File: config.mk
export PLATFORM = sky130hd
export DESIGN_NAME = logic_unit_pipe
export DESIGN_NICKNAME = d
export VERILOG_FILES = /design/src/rtl/logic_unit_pkg.sv /design/src/rtl/logic_unit.sv /design/src/rtl/logic_unit_pipe.sv
export SDC_FILE = /design/constraint.sdc
export NUM_CORES = 1
export LEC_CHECK = 0
export CAP_MARGIN = 5
export CORE_MARGIN = 2
export CORE_UTILIZATION = 40
export CTS_BUF_LIST = sky130_fd_sc_hd__clkbuf_2 sky130_fd_sc_hd__clkbuf_4 sky130_fd_sc_hd__clkbuf_8
export DETAILED_ROUTE_END_ITERATION = 12
export DONT_BUFFER_PORTS = 1
export MAX_ROUTING_LAYER = met4
export PLACE_DENSITY = 0.61
export SYNTH_ARGS = -nofsm -noshare
export SYNTH_HDL_FRONTEND = slang
export SYNTH_HIERARCHICAL = 1
export SYNTH_SLANG_ARGS = --single-unit
File: constraint.sdc
create_clock -name clk -period 2.7 [get_ports clk]
set_clock_uncertainty 0.05 [all_clocks]
set_input_delay 0.54 -clock clk [delete_from_list [all_inputs] [get_ports clk]]
set_output_delay 0.54 -clock clk [all_outputs]
set_load 0.01 [all_outputs]
File: src/rtl/logic_unit_pkg.sv
// logic_unit_pkg: shared types and constants for logic_unit and its pipeline wrapper.
//   LU_WIDTH        operand/result width (fixed)
//   LU_AND..LU_NOT  opcodes
//   lu_op_t         2-bit opcode type
//   lu_req_t        stage-1 command (a, b, op)
//   lu_rsp_t        stage-2 result (res, op, zero)
//   stage_st_t      per-stage occupancy state
package logic_unit_pkg;
  localparam int LU_WIDTH = 4;

  typedef logic [1:0] lu_op_t;

  localparam lu_op_t LU_AND = 2'b00;
  localparam lu_op_t LU_OR  = 2'b01;
  localparam lu_op_t LU_XOR = 2'b10;
  localparam lu_op_t LU_NOT = 2'b11;

  typedef struct packed {
    logic [LU_WIDTH-1:0] a;
    logic [LU_WIDTH-1:0] b;
    lu_op_t              op;
  } lu_req_t;

  typedef struct packed {
    logic [LU_WIDTH-1:0] res;
    lu_op_t              op;
    logic                zero;
  } lu_rsp_t;

  typedef enum logic {ST_EMPTY = 1'b0, ST_FULL = 1'b1} stage_st_t;
endpackage

File: src/rtl/logic_unit.sv
// logic_unit: combinational 4-bit AND/OR/XOR/NOT.
//   a, b  operands (b unused for NOT)
//   op    opcode (lu_op_t)
//   y     result
module logic_unit
  import logic_unit_pkg::*;
(
  input  logic [LU_WIDTH-1:0] a,
  input  logic [LU_WIDTH-1:0] b,
  input  lu_op_t              op,
  output logic [LU_WIDTH-1:0] y
);
  always_comb begin
    y = '0;
    case (op)
      LU_AND:  y = a & b;
      LU_OR:   y = a | b;
      LU_XOR:  y = a ^ b;
      default: y = ~a;
    endcase
  end
endmodule

File: src/rtl/logic_unit_pipe.sv
// logic_unit_pipe: two-stage valid/ready wrapper around logic_unit.
//   clk, rst_n                  clock, async active-low reset
//   in_valid/in_ready           command handshake; in_a, in_b, in_op payload
//   out_valid/out_ready         result handshake; out_result, out_op, out_zero payload
//   done_count                  wrapping count of output handshakes
// Stage 1 registers the command and drives logic_unit; stage 2 registers the
// result. The only combinational path is out_ready -> in_ready.
module logic_unit_pipe
  import logic_unit_pkg::*;
#(
  parameter int WIDTH = 4,
  parameter int CNT_W = 8
) (
  input  logic             clk,
  input  logic             rst_n,
  input  logic             in_valid,
  output logic             in_ready,
  input  logic [WIDTH-1:0] in_a,
  input  logic [WIDTH-1:0] in_b,
  input  logic [1:0]       in_op,
  output logic             out_valid,
  input  logic             out_ready,
  output logic [WIDTH-1:0] out_result,
  output logic [1:0]       out_op,
  output logic             out_zero,
  output logic [CNT_W-1:0] done_count
);
  // logic_unit is hard-wired to LU_WIDTH; refuse any other configuration.
  if (WIDTH != LU_WIDTH) begin : g_bad_width
    $error("logic_unit_pipe: WIDTH must equal LU_WIDTH");
  end

  stage_st_t            s1_st_q, s1_st_d, s2_st_q, s2_st_d;
  lu_req_t              s1_q, s1_d;
  lu_rsp_t              s2_q, s2_d;
  logic [CNT_W-1:0]     cnt_q, cnt_d;
  logic [LU_WIDTH-1:0]  lu_y;
  logic                 s1_valid, s2_valid, s2_free;

  logic_unit u_lu (
    .a  (s1_q.a),
    .b  (s1_q.b),
    .op (s1_q.op),
    .y  (lu_y)
  );

  assign s1_valid = (s1_st_q == ST_FULL);
  assign s2_valid = (s2_st_q == ST_FULL);
  assign s2_free  = !s2_valid || out_ready;
  assign in_ready = !s1_valid || s2_free;

  always_comb begin
    s1_st_d = s1_st_q;
    s1_d    = s1_q;
    s2_st_d = s2_st_q;
    s2_d    = s2_q;
    cnt_d   = cnt_q;

    // Stage 2: load from stage 1 or drain to empty; data held when empty
    // so out_* only change on a real load.
    if (s2_free) begin
      if (s1_valid) begin
        s2_st_d = ST_FULL;
        s2_d    = '{res: lu_y, op: s1_q.op, zero: (lu_y == '0)};
      end else begin
        s2_st_d = ST_EMPTY;
      end
    end

    // Stage 1: in_ready means stage 1 is empty or moves on this edge.
    if (in_ready) begin
      if (in_valid) begin
        s1_st_d = ST_FULL;
        s1_d    = '{a: in_a, b: in_b, op: lu_op_t'(in_op)};
      end else begin
        s1_st_d = ST_EMPTY;
      end
    end

    if (out_valid && out_ready) cnt_d = cnt_q + 1'b1;
  end

  always_ff @(posedge clk or negedge rst_n) begin
    if (!rst_n) begin
      s1_st_q <= ST_EMPTY;
      s1_q    <= '0;
      s2_st_q <= ST_EMPTY;
      s2_q    <= '0;
      cnt_q   <= '0;
    end else begin
      s1_st_q <= s1_st_d;
      s1_q    <= s1_d;
      s2_st_q <= s2_st_d;
      s2_q    <= s2_d;
      cnt_q   <= cnt_d;
    end
  end

  assign out_valid  = s2_valid;
  assign out_result = s2_q.res;
  assign out_op     = s2_q.op;
  assign out_zero   = s2_q.zero;
  assign done_count = cnt_q;
endmodule

==> results of run 1 <==
how the worst max path moves through the flow:
stage,startpoint,end,slack (ns),cells after the start
finish,s1_q[6],out_zero,0.86,5
global route,s1_q[6],out_zero,0.70,5
CTS,s1_q[6],out_zero,0.84,5
detailed placement,s1_q[6],out_zero,0.88,5
global placement,s1_q[6],out_zero,0.94,5
floorplan,s1_q[7],out_zero,1.00,5
worst max-delay path, delay by kind of cell (launching register included):
kind	cells	cell delay, ns
flops	1	0.39
buf+inv	1	0.06
mux	2	0.74
fa+ha+maj	1	0.28
simple gates	1	0.26
stage by stage:
step,hold WS [ns],cells,cell area [um^2]
final,0.277,146,1430
after global routing,0.246,146,1430
after CTS,0.270,146,1430
after detailed placement,0.195,140,1370
after global placement,0.195,140,1370
after floorplan,0.194,96,1320
registers in the layout, indices dropped and copies added (netlist names):
name / cells
s1_st_q: 1
out_result: 4
out_valid: 1
s1_q: 10
out_op: 2
out_zero: 1
done_count: 8
synth_stat cells:
| library cell | count |
|---|---|
| nand2_4 | 1 |
| mux4_1 | 4 |
| nand2_2 | 2 |
| mux2_2 | 18 |
| nand2b_1 | 2 |
| nand3b_1 | 1 |
| inv_1 | 12 |
| nand2_1 | 4 |
| xor2_1 | 5 |
| xnor2_1 | 2 |
| nor4_2 | 1 |
| dfrtp_1 | 27 |
| nor2_1 | 2 |
| nand3_1 | 2 |
| nor4_1 | 1 |
| nor3_1 | 2 |
| or2b_1 | 1 |
| ha_1 | 9 |
area by class of cell:
class | instances | share of cell area
clock inverter | 1 | 0.00351
tap | 44 | 0.0386
clock buffer | 3 | 0.0158
timing repair buffer | 2 | 0.0210
sequential | 27 | 0.473
multi-input combinational | 57 | 0.416
inverter | 12 | 0.0316
kinds of logic (layout without fill, tap and decap cells):
family                     Yosys count  after routing  synth area share
DFF                                 27             27             0.514
muxes                               22             22             0.234
and+or+nand+nor                     19             19            0.0856
buffers and inverters               12             18            0.0343
adders and majority gates            9              9            0.0856
xor gates and xnor gates             7              7            0.0466
per-layer routing:
layer | vias up | GRT usage | wire (um)
met5 | - | - | 0
met3 | 2 | 0.0315 | 143
met4 | 0 | 0.0456 | 20
met1 | 368 | 0.126 | 732
li1 | 341 | - | -
met2 | 21 | 0.217 | 1080
power by group through the flow:
stage / clock network, mW / registers, mW / logic [mW]
after global placement: 0 / 0.673 / 0.212
after detailed placement: 0 / 0.678 / 0.226
after global routing: 0.197 / 0.685 / 0.269
after floorplan: 0 / 0.642 / 0.196
final: 0.163 / 0.664 / 0.232
after CTS: 0.175 / 0.668 / 0.239
==> summary.txt, run 1 <==
Power
  – Pwr/cell area: approximately 740 mW/mm^2
  – Combinational share of power: 0.219
  – LEAKAGE: 0.673 nW
  – Clk pwr share: 0.154
  – PnR Total Power: 1.06 mW
  – Power Internal: 0.705 mW
  – Switching share of total power: 0.334
  – Switching power: 0.354 mW
  – Sequential share of power: 0.626
  – Worst ir drop on vdd: ~0.25 mV

Timing
  – Setup TNS: 0 ns
  – Final Critical Period: 1.84 ns
  – Pins Over Slew Limit: 0
  – Final Hold Viols: 0
  – Achievable Freq: around 0.54 GHz
  – Final setup vio count: 0
  – RSZ-0062 raised after global routing: false
  – Period utilisation layout: 0.680
  – Worst Setup Slack, final: 0.864 ns
  – Worst slew margin: 0.819
  – Worst-Margin Slew: 0.272 ns

Hold path
  – Hold Path Sink: s1_st_q
  – Worst hold path class: in -> reg
  – Hold Crit Depth: 1
  – Hold Path Origin: in_valid

Synth
  – Mapped Nets: 119
  – Synth area leader: dfrtp_1
  – Post-Syn Instances: 96
  – Netlist cell types: 18
  – Seq/Total Area, Yosys: 0.514
  – Synth area leaders: dfrtp_1 (51%), mux2_2 (15%), ha_1 (8.6%)
  – Area share of the largest cell type after synthesis: 0.514
  – Warnings, synthesis: 6
  – Syn_area_per_cell: ~14 um^2
  – Synthesized cell area: 0.00132 mm^2
  – Synthesis-stage register bit count: 27

Floorplan
  – CORE AREA: roughly 0.0031 mm^2
  – I/O pins: 31
  – Die height: 61.3 um
  – Core Rows: 20
  – Die area: 0.00376 mm^2
  – Die W: 61.3 um
  – Starting Density: 0.427

Setup path
  – Reg-to-Reg End: out_zero
  – CP max stage delay: around 0.55 ns
  – Nature of the critical path startpoint: flip-flop
  – Reg2Reg Launch Point: s1_q[6]
  – R2R setup slack: 0.86 ns
  – WP data arrival: 2.04 ns
  – Worst Path Max Fanout: 3
  – R2R cell count: 5
  – Critical Path RT: 2.91 ns
  – Worst path cell trace: inv_1, ha_1, mux4_1, nor4_1, mux2_2
  – Worst setup EP type: flip-flop
  – Setup CP Type: reg -> reg
  – Highest-delay cell along the critical path: mux4_1

Cells and area
  – Synth-to-Final Area Change: 8.56%
  – Ant. Diodes: 0
  – Fin nets: 126
  – Register area: 676 um^2
  – Core Util, Final: 0.464
  – Most used cells in the layout excluding fill and tap cells: dfrtp_1 (27), mux2_2 (18), inv_1 (12), ha_1 (9), xor2_1 (5)
  – Most common cell after layout, fill and taps aside: dfrtp_1
  – Fillers: 301
  – Multi-input logic area: just under 600 um^2
  – Layout cell share with drive strength beyond 1: 0.265

Clocking
  – # Post-CTS Setup Buffers: 0
  – Clock root cell: clkbuf_4
  – Clk buf depth: 2
  – Clk_lat worst skew: 0.31 ns
  – Num CTS Buffers: 3
  – Clk sinks: 27
  – H-tree depth: 1
  – Hold buffer count at CTS: 2
  – CTS tree: done
  – Post-cts sizing count: 0
  – Clk slew on worst S/H paths: roughly 0.14 ns

Placed design
  – Post-place setup slack: 0.884 ns
  – Gp weighted congestion: 0.680
  – DP Wirelength: 1540 um
  – IO Port Bufs: 0

Drt
  – Vias per Instance: around 5
  – Initial DRC count: 25
  – Via count: 732
  – DRT Pass-1 Iters: 4
  – DR WL/cell: 13.5 um
  – Antenna viol nets, final: 0
  – DRC: 0
  – Wirelength, routed: 1980 um

GRT
  – Global-route wire length before repair: 3160 um
  – Largest net degree at the start of global routing: 28
  – Vias in the first global route: 770
  – Remaining Overflow, GRT: 0
  – Initial antenna violation count: 0
  – GRT Util Overall: 0.121

Job
  – Maxcap violations: 0

Outcome
  – Status: completed
Power figures use the tool's default switching activity.
==> run 2: changes to the inputs <==
==> constraint.sdc (replaced) <==
create_clock -name clk -period 1.9 [get_ports clk]
set_clock_uncertainty 0.05 [all_clocks]
set_input_delay 0.38 -clock clk [delete_from_list [all_inputs] [get_ports clk]]
set_output_delay 0.38 -clock clk [all_outputs]
set_load 0.01 [all_outputs]
==> run 2 against run 1 <==
Compared with the run above: critical path depth did not move; global-route usage hardly changed; sequential share of layout area fell by 0.94 points; maximum frequency increased by 2.5%; die area unchanged; combinational power rose by 61%; largest power group unchanged.
==> summary.txt, run 2 (synthesized netlist as in run 1, its figures left out) <==
Timing
  – Pins Over Slew Limit: 0 (unchanged)
  – Setup TNS: 0 ns (unchanged)
  – Worst slew margin: 0.820 (+0.00166)
  – Final Hold Viols: 0 (unchanged)
  – Worst-Margin Slew: 0.269 ns (-0.00331 ns)
  – RSZ-0062 raised after global routing: false
  – Final setup vio count: 0 (unchanged)
  – Final Critical Period: 1.79 ns (-0.0445 ns)
  – Achievable Freq: 0.558 GHz (+2.5%)
  – Period utilisation layout: 0.943 (+0.263)

Hold path
  – Worst hold path class: in -> reg

Clocking
  – Clk_lat worst skew: 0.31 ns (about the same)
  – Num CTS Buffers: 3 (unchanged)
  – Clock root cell: clkbuf_4
  – Clk buf depth: 2 (unchanged)
  – Clk slew on worst S/H paths: 0.14 ns (about the same)
  – CTS tree: done
  – Clk sinks: 27 (unchanged)
  – H-tree depth: 1 (unchanged)

GRT
  – Largest net degree at the start of global routing: 28 (unchanged)
  – Remaining Overflow, GRT: 0 (unchanged)
  – Vias in the first global route: 747 (-3.0%)
  – Global-route wire length before repair: 3160 um (unchanged)
  – GRT Util Overall: 0.121 (+0.000452)
  – Initial antenna violation count: 0 (unchanged)

Drt
  – Initial DRC count: 22 (-12%)
  – DRT Pass-1 Iters: 2 (-2)
  – Antenna viol nets, final: 0 (unchanged)
  – Vias per Instance: 4.97 (-0.81%)
  – Via count: 736 (+0.55%)
  – Wirelength, routed: 2000 um (+1.2%)
  – DR WL/cell: 13.5 um (-0.15%)
  – DRC: 0 (unchanged)

Setup path
  – WP data arrival: 2.01 ns (-0.03 ns)
  – Worst path bufs/invs: 1 (unchanged)
  – Setup CP Type: reg -> reg
  – Worst Path Max Fanout: 3 (unchanged)
  – Critical Path RT: 2.12 ns (-0.79 ns)
  – CP max stage delay: 0.50 ns (-0.05 ns)
  – Highest-delay cell along the critical path: mux4_2
  – Worst path cell trace: inv_2, ha_1, mux4_2, nor4_4, mux2_4
  – Nature of the critical path startpoint: flip-flop
  – Worst setup EP type: flip-flop
  – Largest delay contributor family on the critical path: multiplexers

Floorplan
  – Core Rows: 20 (unchanged)
  – Die W: 61.3 um (unchanged)
  – CORE AREA: 0.00308 mm^2 (unchanged)
  – Die height: 61.3 um (unchanged)
  – Starting Density: 0.427 (unchanged)
  – I/O pins: 31 (unchanged)
  – Die area: 0.00376 mm^2 (unchanged)

Cells and area
  – Layout cell share with drive strength beyond 1: 0.317 (+0.0526)
  – Reg with most FFs: s1_q
  – Cell Count, Final, Fillers Out: 148 (+1.4%)
  – Max reg flops: 10 (unchanged)
  – Synth-to-Final Area Change: 10.8%
  – Most common cell after layout, fill and taps aside: dfrtp_1
  – Ant. Diodes: 0 (unchanged)
  – Most used cells in the layout excluding fill and tap cells: dfrtp_1 (27), mux2_2 (17), inv_1 (11), ha_1 (9), xor2_1 (5)
  – Fin nets: 128 (+1.6%)

Placed design
  – IO Port Bufs: 0 (unchanged)
  – Gp weighted congestion: 0.680 (about the same)
  – Placed insts: 140 (unchanged)
  – DP Wirelength: 1510 um (-1.8%)

Power
  – PnR Total Power: 1.57 mW (+48%)
  – Worst ir drop on vdd: 0.339 mV (+35%)
  – Pwr/cell area: 1080 mW/mm^2 (+45%)
  – LEAKAGE: 0.679 nW (+0.87%)

Outcome
  – Status: completed

Job
  – Maxcap violations: 0 (unchanged)
run 2: worst paths after layout:
path / from / to / slack [ns] / depth (start not counted)
max in group asynchronous: rst_n / s1_q[1] / 1.22 / 2
worst max-delay path: s1_q[8] / out_zero / 0.11 / 5
worst min register to register: s1_st_q / out_valid / 0.48 / 1
worst max register to register: s1_q[8] / out_zero / 0.11 / 5
worst min-delay path: in_valid / s1_st_q / 0.11 / 1
min in group asynchronous: rst_n / done_count[7] / 0.43 / 2
run 2: final cells by class:
| class | instances | area, um^2 |
|---|---|---|
| Multi-Input combinational cell | 57 | 606 |
| Inverter | 12 | 45.0 |
| Tap cell | 44 | 55.1 |
| Fill cell | 311 | 1620 |
| Clock buffer | 4 | 30.0 |
| Sequential cell | 27 | 676 |
| Timing Repair Buffer | 4 | 45.0 |
run 2: routing by layer:
layer / part of all wire / vias to the layer above / track usage / wire, um
met5: 0 / - / - / 0
met3: 0.062 / 2 / 0.0210 / 124
met2: 0.52 / 18 / 0.204 / 1040
met1: 0.41 / 373 / 0.142 / 812
met4: 0.010 / 0 / 0.0547 / 20
li1: - / 343 / - / -
run 2: report_power, final:
group | switching [mW] | total (mW) | internal [mW]
sequential | 0.217 | 0.943 | 0.727
clock | 0.160 | 0.256 | 0.0962
combinational | 0.154 | 0.373 | 0.219
run 2: through the flow:
stage	hold WS, ns	setup WS (ns)	instance area, um^2	util
6_report	0.115	0.109	1460	0.473
3_3_place_gp	0.0353	0.138	1370	0.445
3_5_place_dp	0.0354	0.113	1370	0.445
5_1_grt	0.0935	0.0188	1460	0.473
4_1_cts	0.104	0.0775	1430	0.465
2_1_floorplan	0.0344	0.204	1320	-
run 2: repair_timing:
item | CTS | global route
setup endpoints to repair | 0 | 1
hold buffers | 2 | 0
buffers inserted | 0 | 2
resized for setup | 0 | 6
endpoints found under the hold margin | 27 | 0
